--- src/rtl/bwm_pkg.sv ---
// Shared definitions for the pipelined Baugh-Wooley multiplier: the
// two's-complement correction constant and the rows-per-stage rule.
package bwm_pkg;

    localparam int unsigned BWM_MAX_N = 32;

    // Constant added once per signed operation: 2^n + 2^(2n-1), kept in a
    // 64-bit container so every legal n (2..32) fits; callers slice to 2n bits.
    function automatic logic [2*BWM_MAX_N-1:0] bwm_corr(input int unsigned n);
        logic [2*BWM_MAX_N-1:0] c;
        c = {(2*BWM_MAX_N){1'b0}};
        c[n] = 1'b1;
        c[2*n-1] = 1'b1;
        return c;
    endfunction

    // Number of partial-product rows folded into each pipeline stage.
    function automatic int unsigned bwm_rows(input int unsigned n, input int unsigned stages);
        return n / stages;
    endfunction

endpackage

--- src/rtl/bwm_pp_row.sv ---
// One partial-product row of the Baugh-Wooley array, already shifted to its
// weight. In signed mode the terms where exactly one index is the sign
// position are inverted; the matching correction constant is added elsewhere.
module bwm_pp_row #(
    parameter int N   = 8,
    parameter int ROW = 0
) (
    input  logic [N-1:0]   a,
    input  logic           b_bit,
    input  logic           tc,
    output logic [2*N-1:0] pp
);

    // Build row ROW: bit j lands at weight 2^(ROW+j).
    always_comb begin
        pp = {(2*N){1'b0}};
        for (int j = 0; j < N; j++) begin
            pp[ROW+j] = (a[j] & b_bit) ^ (tc & ((ROW == N-1) != (j == N-1)));
        end
    end

endmodule

--- src/rtl/bwm_pipe.sv ---
// Pipelined Baugh-Wooley multiplier with per-operation signed/unsigned mode.
// Each stage folds N/STAGES partial-product rows into a running 2N-bit sum.
// A single global advance enable gives full backpressure: when the output
// holds an unconsumed product, every stage freezes.
module bwm_pipe
    import bwm_pkg::*;
#(
    parameter int N      = 8,
    parameter int STAGES = 2
) (
    input  logic           clk,
    input  logic           rst,
    input  logic           in_valid,
    output logic           in_ready,
    input  logic [N-1:0]   in_a,
    input  logic [N-1:0]   in_b,
    input  logic           in_tc,
    output logic           out_valid,
    input  logic           out_ready,
    output logic [2*N-1:0] out_p,
    output logic           out_tc
);

    localparam int W = 2 * N;
    localparam int R = bwm_rows(N, STAGES);
    localparam logic [2*BWM_MAX_N-1:0] CORR_FULL = bwm_corr(N);
    localparam logic [W-1:0] CORR = CORR_FULL[W-1:0];

    if ((N < 2) || (N > 32) || (STAGES < 1) || (STAGES > N) || ((N % STAGES) != 0)) begin : g_bad_params
        $error("bwm_pipe: illegal N/STAGES combination");
    end

    logic adv_s;

    // Global advance: the pipe moves unless a product is waiting unconsumed.
    always_comb begin
        adv_s = (!g_stage[STAGES-1].vld_q) || out_ready;
    end

    assign in_ready  = adv_s;
    assign out_valid = g_stage[STAGES-1].vld_q;
    assign out_p     = g_stage[STAGES-1].sum_q;
    assign out_tc    = g_stage[STAGES-1].tc_q;

    for (genvar s = 0; s < STAGES; s++) begin : g_stage
        logic           vin_s;
        logic           tcin_s;
        logic [N-1:0]   ain_s;
        logic [N-1:0]   bin_s;
        logic [W-1:0]   base_s;
        logic [W-1:0]   sum_s;
        logic [W-1:0]   pp_s [R];

        logic           vld_d, vld_q;
        logic           tc_d, tc_q;
        logic [N-1:0]   a_d, a_q;
        logic [N-1:0]   b_d, b_q;
        logic [W-1:0]   sum_d, sum_q;

        if (s == 0) begin : g_head
            assign vin_s  = in_valid;
            assign tcin_s = in_tc;
            assign ain_s  = in_a;
            assign bin_s  = in_b;
            assign base_s = in_tc ? CORR : {W{1'b0}};
        end else begin : g_link
            assign vin_s  = g_stage[s-1].vld_q;
            assign tcin_s = g_stage[s-1].tc_q;
            assign ain_s  = g_stage[s-1].a_q;
            assign bin_s  = g_stage[s-1].b_q;
            assign base_s = g_stage[s-1].sum_q;
        end

        for (genvar r = 0; r < R; r++) begin : g_row
            bwm_pp_row #(
                .N  (N),
                .ROW(s*R + r)
            ) u_row (
                .a    (ain_s),
                .b_bit(bin_s[s*R + r]),
                .tc   (tcin_s),
                .pp   (pp_s[r])
            );
        end

        // Fold this stage's rows into the incoming running sum.
        always_comb begin
            sum_s = base_s;
            for (int r = 0; r < R; r++) begin
                sum_s = sum_s + pp_s[r];
            end
        end

        // Next state: load on advance with valid data, bubble on advance
        // without data (data kept so out_p stays put), hold on stall.
        always_comb begin
            vld_d = vld_q;
            tc_d  = tc_q;
            a_d   = a_q;
            b_d   = b_q;
            sum_d = sum_q;
            if (adv_s) begin
                vld_d = vin_s;
                if (vin_s) begin
                    tc_d  = tcin_s;
                    a_d   = ain_s;
                    b_d   = bin_s;
                    sum_d = sum_s;
                end else begin
                    sum_d = sum_q;
                end
            end else begin
                vld_d = vld_q;
            end
        end

        // Stage register with synchronous reset that discards in-flight work.
        always_ff @(posedge clk) begin
            if (rst) begin
                vld_q <= 1'b0;
                tc_q  <= 1'b0;
                a_q   <= {N{1'b0}};
                b_q   <= {N{1'b0}};
                sum_q <= {W{1'b0}};
            end else begin
                vld_q <= vld_d;
                tc_q  <= tc_d;
                a_q   <= a_d;
                b_q   <= b_d;
                sum_q <= sum_d;
            end
        end
    end

endmodule

--- config.mk ---
export PLATFORM = sky130hd
export DESIGN_NAME = bwm_pipe
export DESIGN_NICKNAME = d
export VERILOG_FILES = /design/src/rtl/bwm_pkg.sv /design/src/rtl/bwm_pp_row.sv /design/src/rtl/bwm_pipe.sv
export SDC_FILE = /design/constraint.sdc
export NUM_CORES = 1
export LEC_CHECK = 0
export BUFFER_PORTS_ARGS = -buffer_cell sky130_fd_sc_hd__buf_2
export CELL_PAD_IN_SITES_DETAIL_PLACEMENT = 1
export CELL_PAD_IN_SITES_GLOBAL_PLACEMENT = 1
export CORE_AREA = 2 2 113 82
export CTS_BUF_LIST = sky130_fd_sc_hd__clkbuf_16
export DETAILED_ROUTE_END_ITERATION = 8
export DIE_AREA = 0 0 115 84
export PLACE_DENSITY = 0.82
export SYNTH_ARGS = -nofsm -noshare
export SYNTH_HDL_FRONTEND = slang
export SYNTH_SLANG_ARGS = --single-unit
--- constraint.sdc ---
create_clock -name clk -period 4.9 [get_ports clk]
set_input_delay 0.735 -clock clk [delete_from_list [all_inputs] [get_ports clk]]
set_output_delay 0.735 -clock clk [all_outputs]
set_load 0.01 [all_outputs]
Yosys cells after proc, flatten, opt, wreduce, memory -nomap -nowiden --
Cells that the tools add are included.
Word-level totals: bits in registers 52, output and inout port bits 19, logic and storage cells 99
Operators by class: add/subtract/negate cells 8, muxes and demuxes 1, bitwise operators 78, reductions and logical operators 4
Operator list (count):
- 1-bit AND | 64
- 16-bit by 10-bit adder with 16-bit output | 1
- 16-bit by 11-bit adder with 16-bit output | 1
- 16-bit by 12-bit adder with 16-bit output | 1
- 16-bit by 13-bit adder with 16-bit output | 1
- 16-bit by 14-bit adder with 16-bit output | 1
- 16-bit by 15-bit adder with 16-bit output | 1
- 16-bit by 8-bit adder with 16-bit output | 1
- 16-bit by 9-bit adder with 16-bit output | 1
- 16-bit 2-to-1 mux | 1
- 1-bit XOR | 14
- 2-bit AND reduction | 2
- 1-bit zero test | 1
- 1-bit logical OR | 1

Depth between registers and ports, before layout --
Gate-level depths: netlist of the first run.
word-level depth 6, gate-level depth with buffers 15, mapped depth without buffers 14

Hierarchy --
A second synthesis of the first run with hierarchy kept.
Unflattened totals: cells, all modules 809, area total of the unflattened synthesis 6487.5 um^2
By module, submodules not included:
- bwm_pipe | instances 1, cells an instance 658, area an instance 5401.4 um^2, sequential area each 960.9 um^2
- bwm_pp_row (g_stage[0].g_row[0].u_row ...) | instances 7, cells an instance 18, area an instance 131.4 um^2, sequential area each 0.0 um^2
- bwm_pp_row (g_stage[1].g_row[3].u_row) | instances 1, cells an instance 25, area an instance 166.4 um^2, sequential area each 0.0 um^2

Worst setup path after synthesis of the first run --
Ideal clock, no wire load.
path type reg2reg, start point register g_stage[0].b_q[4], end point register g_stage[1].sum_q[13] (netlist: out_p[13]), arrival time 3675 ps, data required time 4842 ps, slack 1167 ps, cell stages (with the launch flop) 16, path buffers 1, period minus slack after synthesis 3733 ps, cells stage by stage dfxtp_1 > clkbuf_1 > nand2_1 > fa_1 > inv_1 > fa_1 > inv_1 > fa_1 > inv_1 > ha_1 > fa_1 > a211oi_1 > o21ai_1 > and3_1 > nor3_1 > o21a_1
On the way: cells in the longest elaborated chain, start to end 6, elaborated cells on any way between the ends 13
Ends and longest elaborated chain:
- start: declaration | line bwm_pipe.sv:57 | logic [N-1:0] b_d, b_q;
- start signal: assignment | line bwm_pipe.sv:123 | b_q <= {N{1'b0}};
- 1-bit AND | line bwm_pp_row.sv:18 | pp[ROW+j] = (a[j] & b_bit) ^ (tc & ((ROW == N-1) != (j == N-1)));
- 1-bit XOR | line bwm_pp_row.sv:18
- 16-bit by 12-bit adder with 16-bit output (*) | line bwm_pipe.sv:90 | sum_s = sum_s + pp_s[r];
- 16-bit by 13-bit adder with 16-bit output (*) | line bwm_pipe.sv:90
- 16-bit by 14-bit adder with 16-bit output (*) | line bwm_pipe.sv:90
- 16-bit by 15-bit adder with 16-bit output (*) | line bwm_pipe.sv:90
- end signal: assignment | line bwm_pipe.sv:124 | sum_q <= {W{1'b0}};
- end signal: assignment | line bwm_pipe.sv:130 | sum_q <= sum_d;
- end: declaration | line bwm_pipe.sv:58 | logic [W-1:0] sum_d, sum_q;
Every way passes the cells marked *; elsewhere a longest branch is shown, timed or not. A chain may end at the register's enable or synchronous reset.

Worst setup path after layout of the first run --
Ends and elaborated chain as after synthesis.

==> summary.txt, run 1 <==
OUTCOME
--------------------------------------------------------------------------------------------------------
Run status ................................................................................    completed

POWER
--------------------------------------------------------------------------------------------------------
Leak pwr ..................................................................................      1.97 nW
IR Drop Worst-Case VDD ....................................................................     0.188 mV
Ratio of total power to cell area .........................................................   283 nW/um2

WORST SETUP PATH
--------------------------------------------------------------------------------------------------------
Cell with the most instances on the worst path ............................................ sky130_fd_sc_hd__fa_1
Type of the setup path with the least slack ............................................... register to register
FF-to-FF Start ............................................................................ g_stage[0].b_q[4]
Crit path largest cell delay ..............................................................       530 ps
Worst Setup SP ............................................................................ g_stage[0].b_q[4]
Category of the worst setup path capture point ............................................     register
Data required time at the worst endpoint ..................................................      5090 ps
Max FO, Critical Path .....................................................................            9
Arr. time, crit path ......................................................................      4280 ps
Cell Chain, Critical Path ................................................................. nand2_1 > fa_1 > inv_1 > fa_1 > inv_1 > fa_1 > inv_1 > ha_1 > fa_1 > a211oi_1 > o21ai_1 > a21oi_1 > nor3_1 > o21a_1
Kind of launch point of the worst setup path ..............................................     register
Worst path slowest cell ................................................................... sky130_fd_sc_hd__fa_1
Cells on worst reg2reg path ...............................................................           14

SYNTHESIS
--------------------------------------------------------------------------------------------------------
Flip-flop cell with the highest count after synthesis ..................................... sky130_fd_sc_hd__dfxtp_1
Count of flip-flops with a built-in enable after synthesis ................................            0
Largest cells by area after synthesis ..................................................... sky130_fd_sc_hd__dfxtp_1 24%, sky130_fd_sc_hd__fa_1 18%, sky130_fd_sc_hd__nand2_1 11%
Register area share after synthesis .......................................................        0.240
Area of the mapped netlist ................................................................     3750 um2
Per-instance average area after synthesis .................................................     8.09 um2
FFs w/ async S/R, synth ...................................................................            0
Number of different library cells in the post-synthesis netlist ...........................           44
Synthesized instance count ................................................................          463
Total of flip-flops plus latches after synthesis ..........................................           45
Most used standard cell by instance count after synthesis ................................. sky130_fd_sc_hd__nand2_1
Share of the synthesized area in the top cell type ........................................        0.240
Biggest area consumer among synthesized cells ............................................. sky130_fd_sc_hd__dfxtp_1
Synthesized Nets ..........................................................................          548
Leading post-synthesis cells by instance count ............................................ 109 x sky130_fd_sc_hd__nand2_1, 61 x sky130_fd_sc_hd__inv_1, 45 x sky130_fd_sc_hd__dfxtp_1, 38 x sky130_fd_sc_hd__a21oi_1, 34 x sky130_fd_sc_hd__fa_1
Synth Warn # ..............................................................................            0

GLOBAL ROUTE
--------------------------------------------------------------------------------------------------------
Total overflow reported by the global router ..............................................            0
Vias in the first global route ............................................................        3,332
First-pass GRT wire length ................................................................    15,600 um
Initial antenna violation count ...........................................................            0
Maximum number of pins on one net before global-route repair ..............................           51
Global Route Usage Sum ....................................................................        0.204

DETAILED ROUTING
--------------------------------------------------------------------------------------------------------
Iter 0 DRT Violations .....................................................................          128
DRC violation count after routing .........................................................            0
Final ANT Viol Nets .......................................................................            0
Detailed-routing iteration count for the pre-antenna-repair pass ..........................            4
Post-detailed-routing wire length .........................................................      9110 um
Vias after detailed routing ...............................................................        3,130
Average detailed-routed wire length per instance ..........................................      15.2 um
Vias per Instance .........................................................................         5.23

CLOCK TREE
--------------------------------------------------------------------------------------------------------
Cts bufs inserted .........................................................................            5
Resized cells post-CTS ....................................................................            0
Clock Latency Late Sink ...................................................................       300 ps
Quantity of hold-fixing buffers added after cts ...........................................            0
Clock Sinks ...............................................................................           45
Cell at the root of the clock tree ........................................................ sky130_fd_sc_hd__clkbuf_16
Post-CTS setup-driven buffer insertion count ..............................................            0
Post-CTS clock slew at the launch and capture registers of the worst setup and hold paths .        70 ps
Max H-tree Level ..........................................................................            2
Number of buffers between clock root and the deepest sink .................................            2
CTS tree ..................................................................................         done

STA
--------------------------------------------------------------------------------------------------------
Total of endpoints with negative setup slack in the final report ..........................            0
Max-slew headroom at the worst pin ........................................................        0.385
Tmin final ................................................................................      4090 ps
Post-Route Hold Slack .....................................................................       452 ps
Timing-limited maximum frequency ..........................................................      245 MHz
PnR worst setup slack .....................................................................       814 ps
Post-Route Skew ...........................................................................      9.23 ps
Setup repair after global routing missed its margin .......................................        false
Final-report hold violation count .........................................................            0
Number of max-slew violations in the final report .........................................            0
Transition at the pin with the smallest max-transition slack ..............................       922 ps
Total Neg Setup Slack .....................................................................         0 ps
Crit share post-route .....................................................................        0.834

FLOORPLANNING
--------------------------------------------------------------------------------------------------------
Row count .................................................................................           29
Chip width ................................................................................       115 um
Starting utilization of the core area .....................................................        0.430
Die outline height ........................................................................        84 um
IO Count ..................................................................................           40
Die area ..................................................................................     9660 um2
Core area .................................................................................     8710 um2

PLACED DESIGN
--------------------------------------------------------------------------------------------------------
Final RePlAce weighted congestion .........................................................        0.864
Worst Setup Slack post-DPL ................................................................       806 ps
Count of input and output buffers .........................................................           39
DP HPWL ...................................................................................      7110 um
Area of placed instances ..................................................................     3990 um2

HOLD PATH
--------------------------------------------------------------------------------------------------------
Hold crit path type ....................................................................... register to register
Hold Startpoint ...........................................................................    out_p[10]
Number of instances on the worst hold path ................................................            2

FLOW RUN
--------------------------------------------------------------------------------------------------------
Count of max-cap constraint violations ....................................................            0

FINAL LAYOUT
--------------------------------------------------------------------------------------------------------
Fraction of layout instances using a drive strength above 1 ...............................        0.116
Cell area after layout ....................................................................     4150 um2
Util after Layout .........................................................................        0.476
Area growth from synthesis to final layout ................................................        10.7%
N_diodes ..................................................................................            0
Number of nets in the final layout ........................................................          575

registers in the layout, summed over array words and instances, names as in the netlist:
name	count
out_p	16
g_stage.sum_q	13
g_stage.a_q	8
g_stage.b_q	4
g_stage.tc_q	1
g_stage.vld_q	1
out_tc	1
out_valid	1
where the power goes:
group          internal, W  switching, W
logic             0.000158      0.000241
registers         0.000395     0.0000225
clock network     0.000197      0.000163
per-stage QoR:
step           power [W]  cells
2_1_floorplan   0.000716    463
3_3_place_gp    0.000799    591
3_5_place_dp    0.000820    591
4_1_cts          0.00119    599
5_1_grt          0.00127    599
6_report         0.00118    599
per-layer routing:
| layer | track usage | up-vias | routed length (um) |
|---|---|---|---|
| li1 | - | 1539 | - |
| met1 | 0.272 | 1540 | 4370 |
| met2 | 0.343 | 39 | 4340 |
| met3 | 0.0363 | 12 | 271 |
| met4 | 0.0471 | 0 | 125 |
| met5 | 0 | - | 0 |
worst max-delay path, delay by kind of cell (launching register included):
| kind | cells | cell delay (ps) |
|---|---|---|
| adders and majority gates | 5 | 2220 |
| AOI/OAI and AO/OA | 4 | 910 |
| DFF | 1 | 500 |
| and+or+nand+nor | 2 | 190 |
| buffers and inverters | 3 | 160 |
final cells by class:
class                           instances  area [um2]
Clock buffer                            5         125
Clock inverter                          3        28.8
Fill cell                            1071        4560
Inverter                               62         233
Multi-Input combinational cell        335        2510
Sequential cell                        45         901
Tap cell                              108         135
Timing Repair Buffer                   41         210
placed cells by master, fill, tap and decap left out, types with 3 or more instances in the layout:
master / count
sky130_fd_sc_hd__nand2_1: 109
sky130_fd_sc_hd__inv_1: 61
sky130_fd_sc_hd__dfxtp_1: 45
sky130_fd_sc_hd__buf_2: 39
sky130_fd_sc_hd__a21oi_1: 38
sky130_fd_sc_hd__fa_1: 34
sky130_fd_sc_hd__ha_1: 30
sky130_fd_sc_hd__and2_1: 24
sky130_fd_sc_hd__xor2_1: 11
sky130_fd_sc_hd__xnor2_1: 10
sky130_fd_sc_hd__o21ai_0: 7
sky130_fd_sc_hd__a31oi_1: 7
sky130_fd_sc_hd__nand3_1: 6
sky130_fd_sc_hd__nor2_1: 6
sky130_fd_sc_hd__a211oi_1: 5
sky130_fd_sc_hd__o21ai_1: 5
sky130_fd_sc_hd__clkbuf_16: 5
sky130_fd_sc_hd__a21o_1: 4
sky130_fd_sc_hd__nor4b_1: 4
sky130_fd_sc_hd__or2_1: 3
sky130_fd_sc_hd__nor3_1: 3
sky130_fd_sc_hd__or3_1: 3
sky130_fd_sc_hd__or4_1: 3
logic make-up (layout without fill, tap and decap cells):
group / after synthesis / after routing / synth area share
mux: 1 / 1 / 0.00267
simple gates: 167 / 167 / 0.203
buf+inv: 83 / 111 / 0.0882
xor+xnor: 21 / 21 / 0.0491
flops: 45 / 45 / 0.240
fa+ha+maj: 64 / 64 / 0.282
compound gates: 82 / 82 / 0.135
worst paths after layout:
path | slack (ps) | end
min | 450 | out_p[10]
min reg2reg | 450 | out_p[10]
max reg2reg | 810 | out_p[13]
max | 810 | out_p[13]
No activity file was read; power rests on OpenSTA's default activity.
==> run 2, diff against run 1 <==
--- a/config.mk
+++ b/config.mk
@@ -8,11 +8,11 @@
 export BUFFER_PORTS_ARGS = -buffer_cell sky130_fd_sc_hd__buf_2
 export CELL_PAD_IN_SITES_DETAIL_PLACEMENT = 1
 export CELL_PAD_IN_SITES_GLOBAL_PLACEMENT = 1
-export CORE_AREA = 2 2 113 82
+export CORE_AREA = 2 2 119 86
 export CTS_BUF_LIST = sky130_fd_sc_hd__clkbuf_16
 export DETAILED_ROUTE_END_ITERATION = 8
-export DIE_AREA = 0 0 115 84
-export PLACE_DENSITY = 0.82
+export DIE_AREA = 0 0 121 88
+export PLACE_DENSITY = 0.79
 export SYNTH_ARGS = -nofsm -noshare
 export SYNTH_HDL_FRONTEND = slang
 export SYNTH_SLANG_ARGS = --single-unit
==> constraint.sdc (replaced) <==
create_clock -name clk -period 3.5 [get_ports clk]
set_input_delay 0.525 -clock clk [delete_from_list [all_inputs] [get_ports clk]]
set_output_delay 0.525 -clock clk [all_outputs]
set_load 0.01 [all_outputs]
==> summary.txt, run 2 (synthesis gave the netlist of run 1 again) <==
OUTCOME
--------------------------------------------------------------------------------------------------------
Run status ................................................................................ finished, violations left
Violations in the final reports ........................................................... negative setup slack

FLOORPLANNING
--------------------------------------------------------------------------------------------------------
Row count .................................................................................           30   +3.4%
Core area .................................................................................     9500 um2   +9.1%
Starting utilization of the core area .....................................................        0.394   -0.0357
Die outline height ........................................................................        88 um   +4.8%
Chip width ................................................................................       121 um   +5.2%
Die area ..................................................................................   10,600 um2   +10%
IO Count ..................................................................................           40   unchanged

WORST SETUP PATH
--------------------------------------------------------------------------------------------------------
Kind of launch point of the worst setup path ..............................................     register
Cell Chain, Critical Path ................................................................. inv_1 > fa_1 > inv_1 > fa_1 > inv_2 > fa_1 > inv_1 > ha_2 > fa_2 > a211oi_4 > o21ai_2 > a21oi_2 > nor3_2 > o21a_1
Data required time at the worst endpoint ..................................................      3700 ps   -1390 ps
Arr. time, crit path ......................................................................      3790 ps   -490 ps
Crit path largest cell delay ..............................................................       530 ps   about the same
Type of the setup path with the least slack ............................................... register to register
Worst path slowest cell ................................................................... sky130_fd_sc_hd__fa_1
Category of the worst setup path capture point ............................................     register
Number of buffers and inverters on the critical path ......................................            4   +1
Family of cells with the greatest summed delay on the critical path .......................  adder cells
Max FO, Critical Path .....................................................................            2   -7

STA
--------------------------------------------------------------------------------------------------------
Crit share post-route .....................................................................         1.03   +0.192
PnR worst setup slack .....................................................................     -89.7 ps   -904 ps
Total Neg Setup Slack .....................................................................      -164 ps   -164 ps
Setup repair after global routing missed its margin .......................................         true
Max-slew headroom at the worst pin ........................................................        0.375   -0.0110
Transition at the pin with the smallest max-transition slack ..............................       938 ps   +16.4 ps
Number of max-slew violations in the final report .........................................            0   unchanged
Final-report hold violation count .........................................................            0   unchanged
Total of endpoints with negative setup slack in the final report ..........................            3   +3
Tmin final ................................................................................      3590 ps   -496 ps
Post-Route Skew ...........................................................................      6.37 ps   -2.87 ps
Timing-limited maximum frequency ..........................................................      279 MHz   +14%

POWER
--------------------------------------------------------------------------------------------------------
Combinational group share of total power ..................................................        0.397   +0.058
Sequential share of power .................................................................        0.324   -0.031
Pwr Total .................................................................................    0.00180 W   +53%
Switching share of power ..................................................................        0.363   +0.000499
Leak pwr ..................................................................................      2.20 nW   +12%
Internal power summed over all cells ......................................................    0.00114 W   +53%
IR Drop Worst-Case VDD ....................................................................     0.150 mV   -20%
Clock share of power ......................................................................        0.279   -0.027
Ratio of total power to cell area .........................................................   386 nW/um2   +36%
Sw power ..................................................................................   0.000652 W   +53%

CLOCK TREE
--------------------------------------------------------------------------------------------------------
Clock Sinks ...............................................................................           45   unchanged
Post-CTS clock slew at the launch and capture registers of the worst setup and hold paths .        70 ps   about the same
Number of buffers between clock root and the deepest sink .................................            2   unchanged
Max H-tree Level ..........................................................................            2   unchanged
Clock Latency Late Sink ...................................................................       300 ps   about the same
CTS tree ..................................................................................         done
Cts bufs inserted .........................................................................            5   unchanged
Cell at the root of the clock tree ........................................................ sky130_fd_sc_hd__clkbuf_16

GLOBAL ROUTE
--------------------------------------------------------------------------------------------------------
Global Route Usage Sum ....................................................................        0.201   -0.00309
Initial antenna violation count ...........................................................            0   unchanged
Most used routing layer in global routing .................................................         met2
Vias in the first global route ............................................................        3,591   +7.8%
Routing usage on met1 .....................................................................        0.249   -0.0226
Maximum number of pins on one net before global-route repair ..............................           51   unchanged
Fraction of met2 tracks used by global routing ............................................        0.363   +0.0193
Total overflow reported by the global router ..............................................            0   unchanged
First-pass GRT wire length ................................................................    16,800 um   +7.2%
Met3 layer usage reported by global route .................................................       0.0352   -0.00115

FINAL LAYOUT
--------------------------------------------------------------------------------------------------------
Area occupied by registers ................................................................      910 um2   +0.97%
Non-filler cells, final ...................................................................          659   +10%
Fraction of layout instances using a drive strength above 1 ...............................        0.258   +0.142
N_diodes ..................................................................................            0   unchanged
Flip-flop count of the largest register after layout ......................................           16   unchanged
Area taken by multi-input logic gates .....................................................     2680 um2   +6.4%
Fill cell count ...........................................................................        1,147   +7.1%
Area growth from synthesis to final layout ................................................        24.1%
Most common cell after layout, fill and taps aside ........................................ sky130_fd_sc_hd__nand2_1
Most frequent cells in the layout ......................................................... 102 x sky130_fd_sc_hd__nand2_1, 54 x sky130_fd_sc_hd__inv_1, 40 x sky130_fd_sc_hd__dfxtp_1
Number of nets in the final layout ........................................................          615   +7.0%

PLACED DESIGN
--------------------------------------------------------------------------------------------------------
Worst Setup Slack post-DPL ................................................................      -295 ps   -1100 ps
Count of input and output buffers .........................................................           39   unchanged
Count of placed standard cells including taps .............................................          649   +9.8%
Final RePlAce weighted congestion .........................................................        0.847   -1.9%
DP HPWL ...................................................................................      7490 um   +5.5%

DETAILED ROUTING
--------------------------------------------------------------------------------------------------------
Post-detailed-routing wire length .........................................................      9940 um   +9.2%
Vias after detailed routing ...............................................................        3,303   +5.5%
DRC violation count after routing .........................................................            0   unchanged
Detailed-routing iteration count for the pre-antenna-repair pass ..........................            4   unchanged
Average detailed-routed wire length per instance ..........................................      15.1 um   -0.77%
Vias per Instance .........................................................................         5.01   -4.1%
Iter 0 DRT Violations .....................................................................          127   -0.78%
Final ANT Viol Nets .......................................................................            0   unchanged

FLOW RUN
--------------------------------------------------------------------------------------------------------
Count of max-cap constraint violations ....................................................            0   unchanged

HOLD PATH
--------------------------------------------------------------------------------------------------------
Hold crit path type ....................................................................... register to register

==> run 2: cell count changes in the layout (fill, tap and decap cells not counted), moves of 5 or more <==
| cell | previous run | this run |
|---|---|---|
| sky130_fd_sc_hd__buf_4 | 2 | 39 |
| sky130_fd_sc_hd__inv_1 | 61 | 54 |
| sky130_fd_sc_hd__inv_2 | 1 | 8 |
| sky130_fd_sc_hd__nand2_1 | 109 | 102 |
| sky130_fd_sc_hd__dfxtp_1 | 45 | 40 |
| sky130_fd_sc_hd__ha_1 | 30 | 25 |
| sky130_fd_sc_hd__nand2_2 | 1 | 6 |
==> run 2: power groups by stage <==
stage	combinational, W	sequential, W	clock, W
finish	0.000713	0.000581	0.000501
global route	0.000804	0.000587	0.000534
CTS	0.000682	0.000581	0.000512
detailed placement	0.000641	0.000591	0
global placement	0.000611	0.000589	0
floorplan	0.000418	0.000588	0
==> run 2: final timing paths <==
check / depth (start not counted) / slack (ps) / endpoint / startpoint
worst max-delay path: 14 / -90 / out_p[13] / g_stage[0].sum_q[7]
worst min-delay path: 2 / 450 / out_p[10] / out_p[10]
worst max register to register: 14 / -90 / out_p[13] / g_stage[0].sum_q[7]
worst min register to register: 2 / 450 / out_p[10] / out_p[10]
==> run 2: worst register-to-register path, cell delays in order (launching register included) <==
cell and delay (ps):
sky130_fd_sc_hd__dfxtp_2 340, sky130_fd_sc_hd__inv_1 60, sky130_fd_sc_hd__fa_1 530, sky130_fd_sc_hd__inv_1 50
sky130_fd_sc_hd__fa_1 490, sky130_fd_sc_hd__inv_2 40, sky130_fd_sc_hd__fa_1 490, sky130_fd_sc_hd__inv_1 40
sky130_fd_sc_hd__ha_2 200, sky130_fd_sc_hd__fa_2 420, sky130_fd_sc_hd__a211oi_4 280, sky130_fd_sc_hd__o21ai_2 130
sky130_fd_sc_hd__a21oi_2 160, sky130_fd_sc_hd__nor3_2 60, sky130_fd_sc_hd__o21a_1 190
==> run 2: area by class of cell <==
| class | count | share of cell area |
|---|---|---|
| multi-input cells | 335 | 0.575 |
| repair buffers | 81 | 0.112 |
| well taps | 128 | 0.0344 |
| inverters | 62 | 0.0501 |
| clock inverters | 3 | 0.00538 |
| flip-flops and latches | 45 | 0.196 |
| clock buffers | 5 | 0.0269 |
==> run 2: what timing repair did <==
action | 4_1_cts | 5_1_grt
gates resized for setup | 29 | 23
cloned | 0 | 0
setup endpoints to repair | 5 | 9
hold buffers | 0 | 0
pin swaps | 22 | 18
setup buffers | 1 | 1
==> run 2: metrics by stage <==
step,hold WS (ps),util,area (um2)
3_3_place_gp,442,0.454,4310
5_1_grt,488,0.490,4650
6_report,453,0.490,4650
3_5_place_dp,445,0.454,4310
2_1_floorplan,432,-,3760
4_1_cts,455,0.480,4560
==> run 2: per-layer routing <==
| metal | wire, um | up-vias |
|---|---|---|
| met4 | 98 | 0 |
| li1 | - | 1614 |
| met1 | 4700 | 1629 |
| met3 | 293 | 10 |
| met2 | 4850 | 50 |
| met5 | 0 | - |
==> run 3, diff against run 2 <==
--- a/config.mk
+++ b/config.mk
@@ -13,6 +13,7 @@
 export DETAILED_ROUTE_END_ITERATION = 8
 export DIE_AREA = 0 0 121 88
 export PLACE_DENSITY = 0.79
+export SETUP_SLACK_MARGIN = 0.05
 export SYNTH_ARGS = -nofsm -noshare
 export SYNTH_HDL_FRONTEND = slang
 export SYNTH_SLANG_ARGS = --single-unit
==> summary.txt, run 3 (synthesis gave the netlist of run 1 again) <==
OUTCOME
--------------------------------------------------------------------------------------------------------
Run status ................................................................................ finished, violations left
Violations in the final reports ........................................................... negative setup slack

GLOBAL ROUTE
--------------------------------------------------------------------------------------------------------
Initial antenna violation count ...........................................................            0   unchanged
Maximum number of pins on one net before global-route repair ..............................           51   unchanged
Global Route Usage Sum ....................................................................        0.201   +0.000336
Most used routing layer in global routing .................................................         met2
Routing usage on met1 .....................................................................        0.255   +0.00592
Total overflow reported by the global router ..............................................            0   unchanged
Fraction of met2 tracks used by global routing ............................................        0.356   -0.00664
Vias in the first global route ............................................................        3,481   -3.1%
Met3 layer usage reported by global route .................................................       0.0332   -0.00195
First-pass GRT wire length ................................................................    16,700 um   -0.37%

FLOORPLANNING
--------------------------------------------------------------------------------------------------------
Die outline height ........................................................................        88 um   unchanged
IO Count ..................................................................................           40   unchanged
Chip width ................................................................................       121 um   unchanged
Row count .................................................................................           30   unchanged
Starting utilization of the core area .....................................................        0.394   unchanged
Die area ..................................................................................   10,600 um2   unchanged
Core area .................................................................................     9500 um2   unchanged

PLACED DESIGN
--------------------------------------------------------------------------------------------------------
DP HPWL ...................................................................................      7360 um   -1.9%
Worst Setup Slack post-DPL ................................................................      -305 ps   -9.66 ps
Final RePlAce weighted congestion .........................................................        0.827   -2.5%
Count of input and output buffers .........................................................           39   unchanged

STA
--------------------------------------------------------------------------------------------------------
Total Neg Setup Slack .....................................................................      -121 ps   +42.8 ps
Crit share post-route .....................................................................         1.02   -0.00900
Total of endpoints with negative setup slack in the final report ..........................            3   unchanged
Post-Route Skew ...........................................................................      4.37 ps   -1.99 ps
Max-slew headroom at the worst pin ........................................................        0.365   -0.00953
Setup repair after global routing missed its margin .......................................         true
Transition at the pin with the smallest max-transition slack ..............................       953 ps   +14.3 ps
Timing-limited maximum frequency ..........................................................      281 MHz   +0.89%
Number of max-slew violations in the final report .........................................            0   unchanged
PnR worst setup slack .....................................................................     -58.2 ps   +31.5 ps
Final-report hold violation count .........................................................            0   unchanged
Tmin final ................................................................................      3560 ps   -31.5 ps

DETAILED ROUTING
--------------------------------------------------------------------------------------------------------
Detailed-routing iteration count for the pre-antenna-repair pass ..........................            6   +2
Vias per Instance .........................................................................         5.00   -0.24%
Post-detailed-routing wire length .........................................................      9910 um   -0.37%
DRC violation count after routing .........................................................            0   unchanged
Vias after detailed routing ...............................................................        3,285   -0.54%
Iter 0 DRT Violations .....................................................................           79   -38%
Average detailed-routed wire length per instance ..........................................      15.1 um   about the same
Final ANT Viol Nets .......................................................................            0   unchanged

WORST SETUP PATH
--------------------------------------------------------------------------------------------------------
Data required time at the worst endpoint ..................................................      3700 ps   about the same
Reg-to-reg setup timing slack .............................................................       -60 ps   +30 ps
Type of the setup path with the least slack ............................................... register to register
Category of the worst setup path capture point ............................................     register
FF-to-FF Start ............................................................................ g_stage[0].b_q[5]
Cells on worst reg2reg path ...............................................................           14   unchanged
Crit path to ..............................................................................    out_p[13]
Arr. time, crit path ......................................................................      3760 ps   -30 ps
Max FO, Critical Path .....................................................................            5   +3
Crit Reg-Reg Endpoint .....................................................................    out_p[13]
Kind of launch point of the worst setup path ..............................................     register
Worst Setup SP ............................................................................ g_stage[0].b_q[5]

FINAL LAYOUT
--------------------------------------------------------------------------------------------------------
Area taken by multi-input logic gates .....................................................     2690 um2   +0.42%
Util after Layout .........................................................................        0.489   about the same
Area growth from synthesis to final layout ................................................        24.0%   about the same
Most common cell after layout, fill and taps aside ........................................ sky130_fd_sc_hd__nand2_1
N_diodes ..................................................................................            0   unchanged
Number of nets in the final layout ........................................................          613   -0.33%
Most frequent cells in the layout ......................................................... 104 x sky130_fd_sc_hd__nand2_1, 58 x sky130_fd_sc_hd__inv_1, 41 x sky130_fd_sc_hd__dfxtp_1, 41 x sky130_fd_sc_hd__buf_4, 36 x sky130_fd_sc_hd__buf_2
Fill cell count ...........................................................................        1,178   +2.7%
Flip-flop count of the largest register after layout ......................................           16   unchanged
Fraction of layout instances using a drive strength above 1 ...............................        0.250   -0.00848
Area occupied by registers ................................................................      911 um2   +0.14%

CLOCK TREE
--------------------------------------------------------------------------------------------------------
Quantity of hold-fixing buffers added after cts ...........................................            0   unchanged
Cts bufs inserted .........................................................................            5   unchanged
Number of buffers between clock root and the deepest sink .................................            2   unchanged
CTS tree ..................................................................................         done
Clock Latency Late Sink ...................................................................       300 ps   about the same
Post-CTS clock slew at the launch and capture registers of the worst setup and hold paths .        70 ps   about the same
Cell at the root of the clock tree ........................................................ sky130_fd_sc_hd__clkbuf_16
Max H-tree Level ..........................................................................            2   unchanged
Clock Sinks ...............................................................................           45   unchanged

FLOW RUN
--------------------------------------------------------------------------------------------------------
Count of max-cap constraint violations ....................................................            0   unchanged

POWER
--------------------------------------------------------------------------------------------------------
Leak pwr ..................................................................................      2.21 nW   +0.36%
IR Drop Worst-Case VDD ....................................................................     0.173 mV   +15%
Ratio of total power to cell area .........................................................   383 nW/um2   -0.69%

HOLD PATH
--------------------------------------------------------------------------------------------------------
Hold Startpoint ...........................................................................     out_p[8]
Hold crit path type ....................................................................... register to register

run 3: cell types whose count changed in the layout (fill, tap and decap cells not counted), moves of 2 or more:
| cell | previous run | this run |
|---|---|---|
| sky130_fd_sc_hd__a211oi_2 | 1 | 3 |
| sky130_fd_sc_hd__and2_1 | 24 | 20 |
| sky130_fd_sc_hd__and2_4 | 0 | 4 |
| sky130_fd_sc_hd__buf_2 | 39 | 36 |
| sky130_fd_sc_hd__buf_4 | 39 | 41 |
| sky130_fd_sc_hd__dfxtp_2 | 4 | 2 |
| sky130_fd_sc_hd__fa_1 | 30 | 32 |
| sky130_fd_sc_hd__fa_2 | 4 | 2 |
| sky130_fd_sc_hd__inv_1 | 54 | 58 |
| sky130_fd_sc_hd__inv_2 | 8 | 4 |
| sky130_fd_sc_hd__nand2_1 | 102 | 104 |
| sky130_fd_sc_hd__o21ai_1 | 5 | 7 |
run 3: how the worst min path moves through the flow:
stage                          endpoint  slack [ps]  cells after the start
finish                         out_p[8]         450                      2
global route          g_stage[0].b_q[5]         470                      3
CTS                   g_stage[0].b_q[5]         450                      3
detailed placement             out_p[8]         450                      2
global placement               out_p[3]         440                      2
floorplan           g_stage[0].sum_q[6]         430                      2
run 3: layout make-up:
| type | count | share of cell area |
|---|---|---|
| Multi-Input combinational cell | 335 | 0.578 |
| Sequential cell | 45 | 0.196 |
| Timing Repair Buffer | 79 | 0.110 |
| Inverter | 62 | 0.0501 |
| Tap cell | 128 | 0.0345 |
| Clock buffer | 5 | 0.0269 |
| Clock inverter | 3 | 0.00458 |
run 3: worst max-delay path, stage by stage, from the launching register on:
cell and delay, ps:
sky130_fd_sc_hd__dfxtp_4 390, sky130_fd_sc_hd__nand2_4 50, sky130_fd_sc_hd__fa_1 500, sky130_fd_sc_hd__inv_1 50, sky130_fd_sc_hd__fa_1 500, sky130_fd_sc_hd__inv_2 50
sky130_fd_sc_hd__fa_1 510, sky130_fd_sc_hd__inv_2 50, sky130_fd_sc_hd__ha_4 160, sky130_fd_sc_hd__fa_2 400, sky130_fd_sc_hd__a211oi_2 280, sky130_fd_sc_hd__o21ai_1 140
sky130_fd_sc_hd__a21oi_2 150, sky130_fd_sc_hd__nor3_2 60, sky130_fd_sc_hd__o21a_1 170
run 3: power breakdown:
group,internal [W],switching [W]
sequential,0.000553,0.0000292
clock,0.000266,0.000221
combinational,0.000318,0.000395
total,0.00114,0.000645
run 3: per-stage QoR:
stage          area (um2)  std cells  power (W)  hold slack [ps]
6_report             4650        657    0.00178              451
5_1_grt              4650        657    0.00191              468
4_1_cts              4530        657    0.00176              449
3_5_place_dp         4290        645    0.00122              445
3_3_place_gp         4290        645    0.00119              441
2_1_floorplan        3790        463    0.00101              432
run 3: timing repair:
| item | CTS | global route |
|---|---|---|
| buffers inserted | 4 | 0 |
| pin swaps | 13 | 14 |
| setup endpoints to repair | 8 | 8 |
| resized for setup | 19 | 28 |
run 3: routing by layer:
layer | share of wire | up-vias
met2 | 0.49 | 32
met4 | 0.014 | 0
met1 | 0.47 | 1630
met5 | 0 | -
met3 | 0.025 | 9
li1 | - | 1614
